**src/rtl/srl_pattern_loader.sv**
```systemverilog
// Loads a fixed pattern into an SRLC32E-style shift register, then sweeps its tap
// address and compares every tap against the pattern, keeping sticky status.
//  state | meaning
//  IDLE  | waiting for start after reset
//  LOAD  | shifting PATTERN[L-1] .. PATTERN[0] into the SRL
//  GAP   | one cycle so the final shift lands before the first tap sample
//  READ  | stepping srl_a 0 .. L-1 and comparing srl_q
//  DONE  | status valid and held until the next start
module srl_pattern_loader #(
    parameter logic [255:0] PATTERN    = 256'hFE1AB3FE7610D3D205D9A526C103C40F6477E986F53C53FA663A9CE45E851D30,
    parameter int           SRL_LENGTH = 32,
    localparam int          SRL_BITS   = $clog2(SRL_LENGTH)
) (
    input  logic                clk,
    input  logic                rst,
    input  logic                ce,
    input  logic                start,
    output logic                srl_sh,
    output logic                srl_d,
    output logic [SRL_BITS-1:0] srl_a,
    input  logic                srl_q,
    output logic                busy,
    output logic                done,
    output logic                error,
    output logic [SRL_BITS:0]   err_cnt,
    output logic [SRL_BITS-1:0] first_err_adr
);

    localparam logic [SRL_BITS-1:0] LAST_ADR = SRL_BITS'(SRL_LENGTH - 1);
    localparam logic [SRL_BITS:0]   ERR_MAX  = (SRL_BITS + 1)'(SRL_LENGTH);

    typedef enum logic [2:0] {
        S_IDLE,
        S_LOAD,
        S_GAP,
        S_READ,
        S_DONE
    } state_t;

    state_t              state_q;
    state_t              state_d;
    logic [SRL_BITS-1:0] ld_cnt;
    logic                launch;
    logic                read_step;
    logic                miss;

    always_ff @(posedge clk or posedge rst) begin
        if (rst) begin
            state_q <= S_IDLE;
        end else begin
            state_q <= state_d;
        end
    end

    always_comb begin
        state_d   = state_q;
        launch    = 1'b0;
        read_step = 1'b0;
        miss      = 1'b0;
        case (state_q)
            S_IDLE, S_DONE: begin
                if (ce && start) begin
                    state_d = S_LOAD;
                    launch  = 1'b1;
                end
            end
            S_LOAD: begin
                if (ce && (ld_cnt == '0)) begin
                    state_d = S_GAP;
                end
            end
            S_GAP: begin
                if (ce) begin
                    state_d = S_READ;
                end
            end
            S_READ: begin
                read_step = ce;
                miss      = ce && (srl_q != PATTERN[srl_a]);
                if (ce && (srl_a == LAST_ADR)) begin
                    state_d = S_DONE;
                end
            end
            default: state_d = S_IDLE;
        endcase
    end

    assign busy = (state_q == S_LOAD) || (state_q == S_GAP) || (state_q == S_READ);

    always_ff @(posedge clk or posedge rst) begin
        if (rst) begin
            srl_sh        <= 1'b0;
            srl_d         <= 1'b0;
            srl_a         <= '0;
            ld_cnt        <= '0;
            done          <= 1'b0;
            error         <= 1'b0;
            err_cnt       <= '0;
            first_err_adr <= '0;
        end else begin
            // The strobe drops in any cycle ce is low so the SRL never double-shifts.
            srl_sh <= ce && (state_q == S_LOAD);

            if (state_q != S_LOAD) begin
                srl_d <= 1'b0;
            end else if (ce) begin
                srl_d <= PATTERN[ld_cnt];
            end

            if (launch) begin
                ld_cnt        <= LAST_ADR;
                done          <= 1'b0;
                error         <= 1'b0;
                err_cnt       <= '0;
                first_err_adr <= '0;
            end

            if (ce && (state_q == S_LOAD) && (ld_cnt != '0)) begin
                ld_cnt <= ld_cnt - 1'b1;
            end

            if (ce && (state_q == S_GAP)) begin
                srl_a <= '0;
            end

            if (read_step) begin
                if (srl_a == LAST_ADR) begin
                    done <= 1'b1;
                end else begin
                    srl_a <= srl_a + 1'b1;
                end
            end

            if (miss) begin
                error <= 1'b1;
                if (err_cnt != ERR_MAX) begin
                    err_cnt <= err_cnt + 1'b1;
                end
                if (!error) begin
                    first_err_adr <= srl_a;
                end
            end
        end
    end

endmodule

```
**config.mk**
```make
export PLATFORM = sky130hd
export DESIGN_NAME = srl_pattern_loader
export DESIGN_NICKNAME = d
export VERILOG_FILES = /design/src/rtl/srl_pattern_loader.sv
export SDC_FILE = /design/constraint.sdc
export NUM_CORES = 1
export LEC_CHECK = 0
export BUFFER_PORTS_ARGS = -buffer_cell sky130_fd_sc_hd__buf_2
export CAP_MARGIN = 10
export CELL_PAD_IN_SITES_DETAIL_PLACEMENT = 1
export CELL_PAD_IN_SITES_GLOBAL_PLACEMENT = 1
export CORE_UTILIZATION = 42
export CTS_CLUSTER_SIZE = 12
export DETAILED_ROUTE_END_ITERATION = 12
export PLACE_DENSITY = 0.88
export SLEW_MARGIN = 20
export SYNTH_ARGS = -nofsm -noshare
export SYNTH_HDL_FRONTEND = slang
export SYNTH_SLANG_ARGS = --single-unit
```
**constraint.sdc**
```tcl
create_clock -name clk -period 2.2 [get_ports clk]
set_input_delay 0.44 -clock clk [delete_from_list [all_inputs] [get_ports clk]]
set_output_delay 0.44 -clock clk [all_outputs]
set_load 0.02 [all_outputs]
```
# Yosys cells after proc, flatten, opt, wreduce, memory -nomap -nowiden
# Memories as Yosys holds them, arrays and structs flattened.
# Index checks and enable logic that the tools add are counted.
[totals]
regBits = 28
rom_bits = 64
input_bits = 5
output_inout_bits = 21
word_cells = 74
mem_count = 2
[op_classes]
addsub = 3
order_cmp = 2
n_eq_ne = 12
mux = 29
reduce_logical = 17
[memory_table]
columns = ["name", "depth", "word_bits", "read_ports", "rd_clocked_by_memory_dff", "wr", "line", "rtl"]
rows = [
  ["(name not given)", 32, 1, 1, 0, 0, "107", "srl_d <= PATTERN[ld_cnt];"],
  ["(name not given)", 32, 1, 1, 0, 0, "79", "miss = ce && (srl_q != PATTERN[srl_a]);"],
]
[op_table]
columns = ["op", "count"]
rows = [
  ["two-way mux 5 bit", 8],
  ["< comparator 5 x 9 -> 1 bit, second input constant", 2],
  ["two-way mux 6 bit", 3],
  ["two-way mux 1 bit", 13],
  ["two-way mux 3 bit", 4],
  ["one-hot mux 3 bit (4 select lines)", 1],
  ["!= test 2 bit, second input constant", 4],
  ["logical AND 1 bit", 7],
  ["adder 6 x 1 -> 6 bit, second input constant", 1],
  ["== test 3 x 2 -> 1 bit, second input constant", 2],
  ["!= test 6 bit, second input constant", 1],
  ["nonzero test 2 bit", 3],
  ["adder 5 x 1 -> 5 bit, second input constant", 1],
  ["== test 5 bit, second input constant", 1],
  ["logical NOT 5 bit", 1],
  ["nonzero test 5 bit", 1],
  ["subtractor 5 x 1 -> 5 bit, second input constant", 1],
  ["AND reduction 4 bit", 1],
  ["== test 3 x 1 -> 1 bit, second input constant", 1],
  ["== test 3 bit, second input constant", 1],
  ["logical NOT 3 bit", 1],
  ["!= test 3 x 1 -> 1 bit, second input constant", 1],
  ["logical OR 1 bit", 2],
  ["OR reduction 2 bit", 1],
  ["!= test 1 bit", 1],
]

# Longest topological paths before layout
# Gate-level depths: netlist (run 1).
[logic_depth]
depth_word = 6
mapped_depth = 8
mapped_depth_nobuf = 8

# Least setup slack after synthesis (run 1)
# OpenSTA, ideal clock, no wires.
[synth_path]
path_type = "flip-flop to flip-flop"
from = "register srl_a[0]"
to = "register err_cnt[5]"
arrival_time_ns = 2.108
required_time_ns = 2.123
slack_ns = 0.015
stages_incl_launch_ff = 8
path_buffers = 0
path_cell_list = "dfrtp_1 > inv_1 > ha_1 > o22a_1 > a2111oi_2 > nor3b_2 > or4_1 > a21oi_1"
[synth_via]
elab_chain_cells = 6
[synth_lines]
columns = ["element", "line", "rtl"]
rows = [
  ["from (decl)", "20", "output logic [SRL_BITS-1:0] srl_a,"],
  ["from (signal assigned)", "130", "srl_a <= srl_a + 1'b1;"],
  ["memory read (32 x 1 bit)", "--", ""],
  ["two-way mux 1 bit (implied by the code)", "79", ""],
  ["!= test 1 bit", "79", ""],
  ["logical AND 1 bit", "79", ""],
  ["two-way mux 1 bit", "60", "case (state_q)"],
  ["two-way mux 6 bit", "134", "if (miss) begin"],
  ["to (signal assigned)", "137", "err_cnt <= err_cnt + 1'b1;"],
  ["to (decl)", "25", "output logic [SRL_BITS:0] err_cnt,"],
]
# Every way passes these cells. The select of a mux whose other input is x is not followed.
# A chain may end at the register's enable or synchronous reset.

# Final worst setup path (run 1)
# Ends and elaborated chain as after synthesis.

==> results.py, run 1 <==
metrics = {
    "status": {
        "run_status": "complete, no violations",
    },
    "routing": {
        "wl_mm": 4.370,
        "dr.first_iter.drc_count": 83,
        "vias": 1439,
        "route.antenna.remaining_nets": 0,
        "first_pass_iters": 5,
        "drc": 0,
        "drt-wirelength-per-cell_um": 17.20,
        "avgViaCountPerCell": 5.665,
    },
    "logic_synthesis": {
        "synthFlopType": "dfrtp_1",
        "largest_family_of_logic_cells_by_synthesized_area": "simple AND/OR/NAND/NOR gates",
        "postSynthCellCount": 169,
        "synth_top_area_cell": "dfrtp_1",
        "post_synth_mux_area_share_pct": 6.393,
        "synth-compound-area-share_pct": 15.00,
        "synth_top_area_share_pct": 44.20,
        "synthTopCellsByCount": "dfrtp_1 (28), nand2_1 (20), inv_1 (15), nand3_1 (12), o21ai_0 (12)",
        "post_synthesis_adder_cell_area_fraction_pct": 5.525,
        "yosys_reg_bits": 28,
        "ys.warnings.count": 0,
        "synth_cell_type_count": 42,
        "netlist_top_cells_area": "dfrtp_1 (44%), mux2i_1 (5.7%), ha_1 (5.5%)",
        "synth-xor-area-share_pct": 0,
        "synth.avg_cell_area_um2": 9.380,
        "yosys.cell_count.top_type": "dfrtp_1",
        "synth_simple_gate_area_share_pct": 23.28,
        "syn_nets": 181,
        "number_of_flops_mapped_to_enable_cells_by_yosys": 0,
        "part_of_the_yosys_area_used_for_sequential_elements_pct": 44.20,
        "asyncSetResetFlopFracSynth_pct": 100.0,
        "synthesis.area_um2": 1585,
    },
    "clocking": {
        "clock_network_latency_to_the_later_pin_of_the_worst_skew_pair_ps": 270,
        "postCtsHoldBufs": 0,
        "clock_tree.buffer_depth": 2,
        "cts.htree.levels": 1,
        "clk_transition_reported_paths_ps": 100,
        "cts_sinks": 28,
        "cts_root_buf": "clkbuf_8",
        "cts_tree": "yes",
        "cts_buf_count": 3,
    },
    "sta": {
        "fmaxAchievable_mhz": 456.0,
        "drv_slew": 0,
        "timing.slew.headroom_pct": 69.01,
        "finalHoldViolCount": 0,
        "grt_setup_unrepaired": "true",
        "slew_of_the_pin_with_the_lowest_slew_margin_ps": 461.8,
        "finalSetupViolations": 0,
        "final_min_period_over_clock_period_pct": 99.68,
        "final_period_minus_worst_setup_slack_ps": 2193,
        "clock_skew_ps": 2.404,
        "timing.setup.tns_ps": 0,
    },
    "final_layout": {
        "instances_no_fill": 254,
        "layout-area-overhead-vs-synth_pct": 22.57,
        "finish.net_count": 221,
        "drive_gt1_share_pct": 28.37,
        "final_util_pct": 56.02,
        "diodes": 0,
        "num-fill-cells": 425,
    },
    "critical_path": {
        "r2r_setup_slack_ps": 7,
        "timing.critical_path.cells": "inv_1, ha_1, o22a_1, a2111oi_4, nor3b_4, or4_1, a21oi_1",
        "critical_path.startpoint": "srl_a[0]$_DFF_PP0_",
        "crit_slowest_cell": "or4_1",
        "worst_setup_path_start_kind": "flip-flop",
        "r2r-start": "srl_a[0]$_DFF_PP0_",
        "worst-endpoint-arrival_ps": 2390,
        "critical_path.max_fanout": 12,
        "worst-setup-path-type": "flip-flop to flip-flop",
        "crit_required_ps": 2400,
        "critical_path.endpoint_type": "flip-flop",
        "cp_slowest_stage_delay_ps": 520,
    },
    "floorplan": {
        "initial_core_util_pct": 45.71,
        "design.core.area_um2": 3468,
        "std_cell_rows": 21,
        "die_width_um": 63.44,
        "die_height_um": 63.44,
        "fp.dieArea_um2": 4024,
        "design.portCount": 26,
    },
    "power_and_ir_drop": {
        "vdd_drop_max_mv": 0.4793,
        "power_per_cell_area_nw_per_um2": 932.7,
        "leakagePower_nw": 0.9209,
    },
    "flow_run": {
        "drv_cap": 0,
    },
    "global_routing": {
        "grt_max_degree": 29,
        "grtUsageTotal_pct": 24.23,
        "grt_overflow": 0,
        "grt_first_pass_wirelength_mm": 7.638,
        "grt_antenna_before_repair": 0,
        "first_global_vias": 1539,
    },
    "placed_design": {
        "dp_hpwl_mm": 3.253,
        "placed_cells_incl_taps": 247,
        "gpl.final_weighted_congestion": 0.8142,
        "place.port_buffers": 25,
    },
    "hold_path": {
        "timing.hold.worst.class": "input port to async pin",
    },
}
-- power breakdown --
part / switching [W] / internal (W)
registers: 0.000149 / 0.000622
clock network: 0.000161 / 0.000160
logic: 0.000419 / 0.000302
total: 0.000728 / 0.00108
-- cell type report --
cell class	instances	area [um^2]	share of cell area [%]
tap	46	57.56	2.962
multi-input combinational	119	818.3	42.11
clock buffer	4	55.05	2.833
sequential	28	703.2	36.19
inverter	15	56.30	2.898
timing repair buffer	42	252.7	13.01
-- logic make-up (layout without fill, tap and decap cells) --
kind of cell             after synthesis  count (layout)
AO/OA/AOI/OAI                         35              35
flip-flops                            28              28
multiplexers                          10              10
buffers and inverters                 22              61
adder cells (fa/ha/maj)                7               7
AND/OR/NAND/NOR                       67              67
-- metrics by stage --
step	hold slack, ps	worst slack, ps	cell area, um^2	total power, W
6_report	222.2	7.106	1943	0.001812
5_1_grt	268.6	-61.80	1943	0.001951
4_1_cts	237.8	9.383	1937	0.001817
3_5_place_dp	522.1	-28.79	1841	0.001455
3_3_place_gp	508.0	75.98	1841	0.001385
2_1_floorplan	505.4	14.71	1585	0.001193
-- cell usage in the layout (no fill, tap or decap), types with 2 or more instances in the layout --
| master | netlist | final |
|---|---|---|
| a211oi_1 | 3 | 3 |
| buf_4 | 0 | 17 |
| dfrtp_1 | 28 | 26 |
| a21oi_1 | 5 | 5 |
| inv_1 | 15 | 15 |
| a22o_1 | 3 | 3 |
| nand2_1 | 20 | 20 |
| nand3_1 | 12 | 12 |
| buf_2 | 5 | 25 |
| o21ai_0 | 12 | 11 |
| o31ai_1 | 2 | 2 |
| o211ai_1 | 2 | 2 |
| clkbuf_8 | 0 | 4 |
| and3_1 | 2 | 2 |
| nor3_1 | 3 | 3 |
| nand2b_1 | 2 | 2 |
| or2_2 | 2 | 2 |
| nor4_1 | 3 | 3 |
| ha_1 | 7 | 7 |
| nor2_1 | 10 | 10 |
| dfrtp_2 | 0 | 2 |
| mux2i_1 | 9 | 8 |
-- layer usage --
layer	global-route usage, %	up-vias	share of wire, %
met4	7.102	0	1.9
met1	29.68	721	44
met2	43.75	26	52
met3	3.080	8	2.1
li1	-	684	-
met5	0	-	0
-- critical path, delay by kind of cell (launching register included) --
| family | cells | cell delay, ps |
|---|---|---|
| buf+inv | 1 | 100 |
| simple gates | 2 | 660 |
| flops | 1 | 410 |
| compound gates | 3 | 760 |
| fa+ha+maj | 1 | 200 |
-- registers in the layout, summed over array words and instances, names as in the netlist --
name,cells
done,1
err_cnt,6
error,1
first_err_adr,5
ld_cnt,5
srl_a,5
srl_d,1
srl_sh,1
state_q,3
-- final timing paths --
kind | to | depth (start not counted)
worst max-delay path | err_cnt[5]$_DFF_PP0_ | 7
worst min-delay path | err_cnt[1]$_DFF_PP0_ | 3
worst max register to register | err_cnt[5]$_DFF_PP0_ | 7
worst min register to register | first_err_adr[2]$_DFF_PP0_ | 2
max in group asynchronous | srl_a[2]$_DFF_PP0_ | 3
min in group clk | state_q[2]$_DFFE_PP0P_ | 3
-- timing repair --
item	in CTS	in global routing
gates cloned	0	0
setup buffers	3	0
resized for setup	2	4
setup endpoints to repair	1	9
Power figures use the tool's default switching activity.
==> run 2: changes to the inputs <==
--- a/config.mk
+++ b/config.mk
@@ -12,7 +12,9 @@
 export CORE_UTILIZATION = 42
 export CTS_CLUSTER_SIZE = 12
 export DETAILED_ROUTE_END_ITERATION = 12
+export GPL_TIMING_DRIVEN = 0
 export PLACE_DENSITY = 0.88
+export SETUP_SLACK_MARGIN = 0.05
 export SLEW_MARGIN = 20
 export SYNTH_ARGS = -nofsm -noshare
 export SYNTH_HDL_FRONTEND = slang
==> run 2 against run 1 <==
Count of clock-buffer cells in the layout fell by 1. Global-route usage fell by 2.4 points. Clock power rose by 28%. Final cell count fell by 2.8%. Design area rose by 0.19%. Critical endpoint is now err_cnt[2]$_DFF_PP0_. Die area did not move. Sequential power fell by 2%. Via count fell by 0.21%. Maximum frequency rose by 0.43%. Critical path depth did not move.
==> results.py, run 2 (same netlist as run 1, synthesis figures left out) <==
metrics = {
    "status": {
        "run_status": "complete, no violations",
    },
    "routing": {
        "first_pass_iters": 4,
        "vias": 1436,
        "avgViaCountPerCell": 5.814,
        "dr.first_iter.drc_count": 69,
        "route.antenna.remaining_nets": 0,
        "wl_mm": 4.364,
        "drc": 0,
        "drt-wirelength-per-cell_um": 17.67,
    },
    "critical_path": {
        "worst-setup-path-type": "flip-flop to flip-flop",
        "crit_required_ps": 2410,
        "cp_slowest_stage_delay_ps": 500,
        "critical_path.reg2reg.endpoint": "err_cnt[2]$_DFF_PP0_",
        "critical_path.max_fanout": 9,
        "critPathBufInv": 1,
        "r2r_setup_slack_ps": 20,
        "worst-endpoint-arrival_ps": 2390,
        "crit_slowest_cell": "or4b_1",
        "r2r-start": "state_q[2]$_DFFE_PP0P_",
        "timing.critical_path.cells": "buf_2, nand4b_4, or3_1, mux2i_1, nor3b_4, or4b_1, nand3_1",
        "path_delay_family": "simple AND/OR/NAND/NOR gates",
        "critical_path.endpoint_type": "flip-flop",
        "ff2ff_path_depth": 7,
        "worst_setup_path_start_kind": "flip-flop",
    },
    "final_layout": {
        "multiInputGateArea_um2": 852.1,
        "finish.net_count": 214,
        "layout.cells.most_common": "buf_2",
        "num-fill-cells": 417,
        "seqCellArea_um2": 705.7,
        "top_register": "err_cnt",
        "largest_reg_flops": 6,
        "most-common-layout-cells": "buf_2 (28), dfrtp_1 (24), nand2_1 (20)",
        "instances_no_fill": 247,
        "diodes": 0,
        "layout-area-overhead-vs-synth_pct": 22.81,
        "drive_gt1_share_pct": 28.86,
    },
    "sta": {
        "finalHoldViolCount": 0,
        "final_min_period_over_clock_period_pct": 99.25,
        "fmaxAchievable_mhz": 458.0,
        "grt_setup_unrepaired": "true",
        "final_period_minus_worst_setup_slack_ps": 2184,
        "final.hold.worst_slack_ps": 218.7,
        "clock_skew_ps": 11.06,
        "slew_of_the_pin_with_the_lowest_slew_margin_ps": 807.4,
        "timing.setup.tns_ps": 0,
        "worst_slack_ps": 16.43,
        "timing.slew.headroom_pct": 45.68,
        "drv_slew": 0,
        "finalSetupViolations": 0,
    },
    "placed_design": {
        "gpl.final_weighted_congestion": 0.8024,
        "dp_hpwl_mm": 2.900,
        "place.port_buffers": 24,
        "placed_cells_incl_taps": 239,
        "dpl_worst_slack_ps": -87.41,
    },
    "global_routing": {
        "grtUsageTotal_pct": 21.79,
        "first_global_vias": 1457,
        "grt_antenna_before_repair": 0,
        "grt_overflow": 0,
        "grt_max_degree": 29,
        "grt_first_pass_wirelength_mm": 6.913,
    },
    "hold_path": {
        "timing.hold.worst.class": "input port to async pin",
    },
    "floorplan": {
        "std_cell_rows": 21,
        "fp.dieArea_um2": 4024,
        "die_width_um": 63.44,
        "initial_core_util_pct": 45.71,
        "design.portCount": 26,
        "die_height_um": 63.44,
        "design.core.area_um2": 3468,
    },
    "flow_run": {
        "drv_cap": 0,
    },
    "power_and_ir_drop": {
        "power_per_cell_area_nw_per_um2": 968.5,
        "overall_power_consumption_w": 0.001886,
        "vdd_drop_max_mv": 0.5876,
        "leakagePower_nw": 0.8920,
    },
    "clocking": {
        "cts_buf_count": 3,
        "cts_root_buf": "clkbuf_8",
        "postCtsHoldBufs": 0,
        "cts.htree.levels": 1,
        "clock_tree.buffer_depth": 2,
        "cts_sinks": 28,
        "cts_tree": "yes",
        "clock_network_latency_to_the_later_pin_of_the_worst_skew_pair_ps": 280,
        "clk_transition_reported_paths_ps": 110,
    },
}
## run 2: cell count changes in the layout (fill, tap and decap cells not counted), moves of 2 or more
cell      change
dfrtp_1       -2
buf_2         +3
ha_4          +2
ha_1          -2
buf_4        -14
dfrtp_2       +2
inv_1         -3
inv_2         +2
clkbuf_1      +2
## run 2: worst max-delay path by stage
stage	from	slack [ps]	to	cells past startpoint
after floorplan	srl_a[1]$_DFF_PP0_	70	err_cnt[5]$_DFF_PP0_	7
after global placement	ce	50	err_cnt[4]$_DFF_PP0_	8
after detailed placement	ce	-90	err_cnt[4]$_DFF_PP0_	8
after CTS	state_q[0]$_DFFE_PP0P_	-20	err_cnt[4]$_DFF_PP0_	8
final	state_q[2]$_DFFE_PP0P_	20	err_cnt[2]$_DFF_PP0_	7
after global routing	state_q[2]$_DFFE_PP0P_	-70	first_err_adr[0]$_DFF_PP0_	7
## run 2: routing by layer
layer / vias to the layer above / GRT usage [%] / part of all wire [%]
met1: 732 / 27.85 / 44
li1: 666 / - / -
met2: 32 / 38.70 / 52
met4: 0 / 5.966 / 1.6
met3: 6 / 2.174 / 2.7
met5: - / 0 / 0
## run 2: report_power, final
part           internal, W  switching [W]  total [W]
sequential        0.000625       0.000129   0.000754
clock             0.000244       0.000168   0.000412
combinational     0.000270       0.000450   0.000720
total              0.00114       0.000748    0.00189
## run 2: layout make-up
| cell class | count | share of cell area (%) |
|---|---|---|
| Sequential cell | 28 | 36.25 |
| Timing Repair Buffer | 28 | 8.355 |
| Tap cell | 46 | 2.956 |
| Multi-Input combinational cell | 119 | 43.77 |
| Clock inverter | 1 | 1.542 |
| Inverter | 15 | 3.021 |
| Buffer | 7 | 1.992 |
| Clock buffer | 3 | 2.121 |
## run 2: what timing repair did
action / in CTS / in global routing
pin swaps: 0 / 6
setup endpoints to repair: 5 / 12
buffers inserted: 0 / 4
gates resized for setup: 1 / 17
cloned: 0 / 0
## run 2: worst reg2reg max path, cell delays in order, from the launching register on
cell	delay, ps
dfrtp_1	370
buf_2	170
nand4b_4	210
or3_1	370
mux2i_1	280
nor3b_4	120
or4b_1	500
nand3_1	90
## run 2: through the flow
stage | instance area (um^2) | utilization (%)
6_report | 1947 | 56.13
4_1_cts | 1848 | 53.28
3_5_place_dp | 1764 | 50.87
3_3_place_gp | 1764 | 50.87
5_1_grt | 1947 | 56.13
2_1_floorplan | 1587 | -
==> run 3: changes to the inputs <==
--- a/config.mk
+++ b/config.mk
@@ -13,7 +13,7 @@
 export CTS_CLUSTER_SIZE = 12
 export DETAILED_ROUTE_END_ITERATION = 12
 export GPL_TIMING_DRIVEN = 0
-export PLACE_DENSITY = 0.88
+export PLACE_DENSITY = 0.84
 export SETUP_SLACK_MARGIN = 0.05
 export SLEW_MARGIN = 20
 export SYNTH_ARGS = -nofsm -noshare
==> constraint.sdc (replaced) <==
create_clock -name clk -period 2.5 [get_ports clk]
set_input_delay 0.5 -clock clk [delete_from_list [all_inputs] [get_ports clk]]
set_output_delay 0.5 -clock clk [all_outputs]
set_load 0.02 [all_outputs]
==> run 3 against run 2 <==
Via count decreased by 5.8%. Flip-flop and latch count is the same. Non-clock buffer count down 4.
==> results.py, run 3 (same netlist as run 1, synthesis figures left out) <==
metrics = {
    "status": {
        "run_status": "complete, no violations",
    },
    "sta": {
        "timing.setup.tns_ps": 0,
        "final_period_minus_worst_setup_slack_ps": 2215,
        "grt_setup_unrepaired": "false",
        "clock_skew_ps": 1.718,
        "finalHoldViolCount": 0,
        "drv_slew": 0,
        "finalSetupViolations": 0,
        "fmaxAchievable_mhz": 451.4,
        "final_min_period_over_clock_period_pct": 88.61,
        "slew_of_the_pin_with_the_lowest_slew_margin_ps": 795.2,
        "worst_slack_ps": 284.8,
        "timing.slew.headroom_pct": 46.50,
    },
    "routing": {
        "vias": 1353,
        "avgViaCountPerCell": 5.568,
        "first_pass_iters": 4,
        "wl_mm": 3.707,
        "route.antenna.remaining_nets": 0,
        "drc": 0,
        "dr.first_iter.drc_count": 61,
        "drt-wirelength-per-cell_um": 15.26,
    },
    "clocking": {
        "cts_buf_count": 3,
        "cts_tree": "yes",
        "clock_tree.buffer_depth": 2,
        "clock_network_latency_to_the_later_pin_of_the_worst_skew_pair_ps": 270,
        "clk_transition_reported_paths_ps": 100,
        "cts_root_buf": "clkbuf_8",
        "cts.htree.levels": 1,
        "cts_sinks": 28,
        "cts_resized": 0,
        "postCtsHoldBufs": 0,
        "post-cts-setup-buffers": 0,
    },
    "final_layout": {
        "multiInputGateArea_um2": 795.8,
        "final_util_pct": 52.42,
        "drive_gt1_share_pct": 22.34,
        "layout-area-overhead-vs-synth_pct": 14.68,
        "finish.net_count": 210,
        "largest_reg_flops": 6,
        "layout.cells.most_common": "buf_2",
        "top_register": "err_cnt",
        "num-fill-cells": 447,
        "seqCellArea_um2": 700.7,
        "most-common-layout-cells": "buf_2 (29), dfrtp_1 (28), nand2_1 (20)",
        "diodes": 0,
    },
    "floorplan": {
        "design.portCount": 26,
        "initial_core_util_pct": 45.71,
        "fp.dieArea_um2": 4024,
        "std_cell_rows": 21,
        "die_height_um": 63.44,
        "die_width_um": 63.44,
        "design.core.area_um2": 3468,
    },
    "global_routing": {
        "grt_first_pass_wirelength_mm": 6.582,
        "grt_antenna_before_repair": 0,
        "first_global_vias": 1409,
        "grtUsageTotal_pct": 20.52,
        "grt_max_degree": 29,
        "grt_overflow": 0,
    },
    "power_and_ir_drop": {
        "power_frac_seq_pct": 43.1,
        "vdd_drop_max_mv": 0.4011,
        "cellInternalPower_w": 0.0008952,
        "pwr-share-clk_pct": 19.0,
        "combinationalPowerShare_pct": 37.9,
        "p_sw_w": 0.0006047,
        "net_sw_share_pct": 40.32,
        "leakagePower_nw": 0.8598,
        "power_per_cell_area_nw_per_um2": 825.1,
    },
    "critical_path": {
        "worst-setup-path-type": "flip-flop to flip-flop",
        "ff2ff_path_depth": 7,
        "critical_path.max_fanout": 6,
        "crit_required_ps": 2710,
        "worst_setup_path_start_kind": "flip-flop",
        "worst-endpoint-arrival_ps": 2420,
        "r2r_setup_slack_ps": 280,
        "critical_path.endpoint_type": "flip-flop",
    },
    "placed_design": {
        "dpl_worst_slack_ps": 214.7,
        "place.port_buffers": 24,
        "dp_hpwl_mm": 2.795,
        "gpl.final_weighted_congestion": 0.7976,
    },
    "hold_path": {
        "timing.hold.worst.class": "input port to async pin",
    },
    "flow_run": {
        "drv_cap": 0,
    },
}
run 3: changes by cell type in the layout (fill, tap and decap cells not counted), moves of 2 or more:
cell,delta
dfrtp_1,+4
dfrtp_2,-4
buf_4,-3
ha_1,+2
ha_4,-2
inv_1,+2
run 3: critical path, cell delays in order, from the launching register on:
cell       delay (ps)
dfrtp_1           430
inv_1             120
ha_1              210
o22a_1            240
a2111oi_2         350
nor3b_2           140
or4_1             510
a21oi_1           150
run 3: layout make-up:
cell class / instances / share of cell area (%)
tap: 46 / 3.166
buffer: 7 / 1.789
clock buffer: 4 / 3.028
multi-input combinational: 119 / 43.77
timing repair buffer: 24 / 6.607
sequential: 28 / 38.54
inverter: 15 / 3.097
run 3: per-layer routing:
layer	part of all wire, %	wire (um)	global-route usage [%]	vias to the layer above
met4	0.59	22	4.830	0
met3	2.0	74	2.899	2
met1	48	1767	27.27	679
met5	0	0	0	-
li1	-	-	-	655
met2	50	1842	34.97	17
run 3: worst paths after layout:
| kind | startpoint | end |
|---|---|---|
| worst max-delay path | srl_a[0]$_DFF_PP0_ | err_cnt[5]$_DFF_PP0_ |
| worst min-delay path | rst | srl_sh$_DFF_PP0_ |
| max in group asynchronous | rst | first_err_adr[1]$_DFF_PP0_ |
| min in group clk | done$_DFF_PP0_ | done$_DFF_PP0_ |
| worst min register to register | done$_DFF_PP0_ | done$_DFF_PP0_ |
| worst max register to register | srl_a[0]$_DFF_PP0_ | err_cnt[5]$_DFF_PP0_ |
run 3: stage by stage:
stage               cell area [um^2]  total power (W)  cells  hold slack [ps]
floorplan                       1585         0.001050    169            528.1
global placement                1763         0.001181    239            495.0
detailed placement              1763         0.001227    239            493.4
CTS                             1818         0.001510    243            524.3
global route                    1818         0.001624    243            321.7
finish                          1818         0.001500    243            283.7
run 3: power groups by stage:
stage,sequential (W),combinational [W],clock (W)
after floorplan,0.000687,0.000363,0
after global placement,0.000644,0.000537,0
after detailed placement,0.000653,0.000573,0
after CTS,0.000646,0.000576,0.000288
after global routing,0.000666,0.000646,0.000312
final,0.000647,0.000569,0.000284
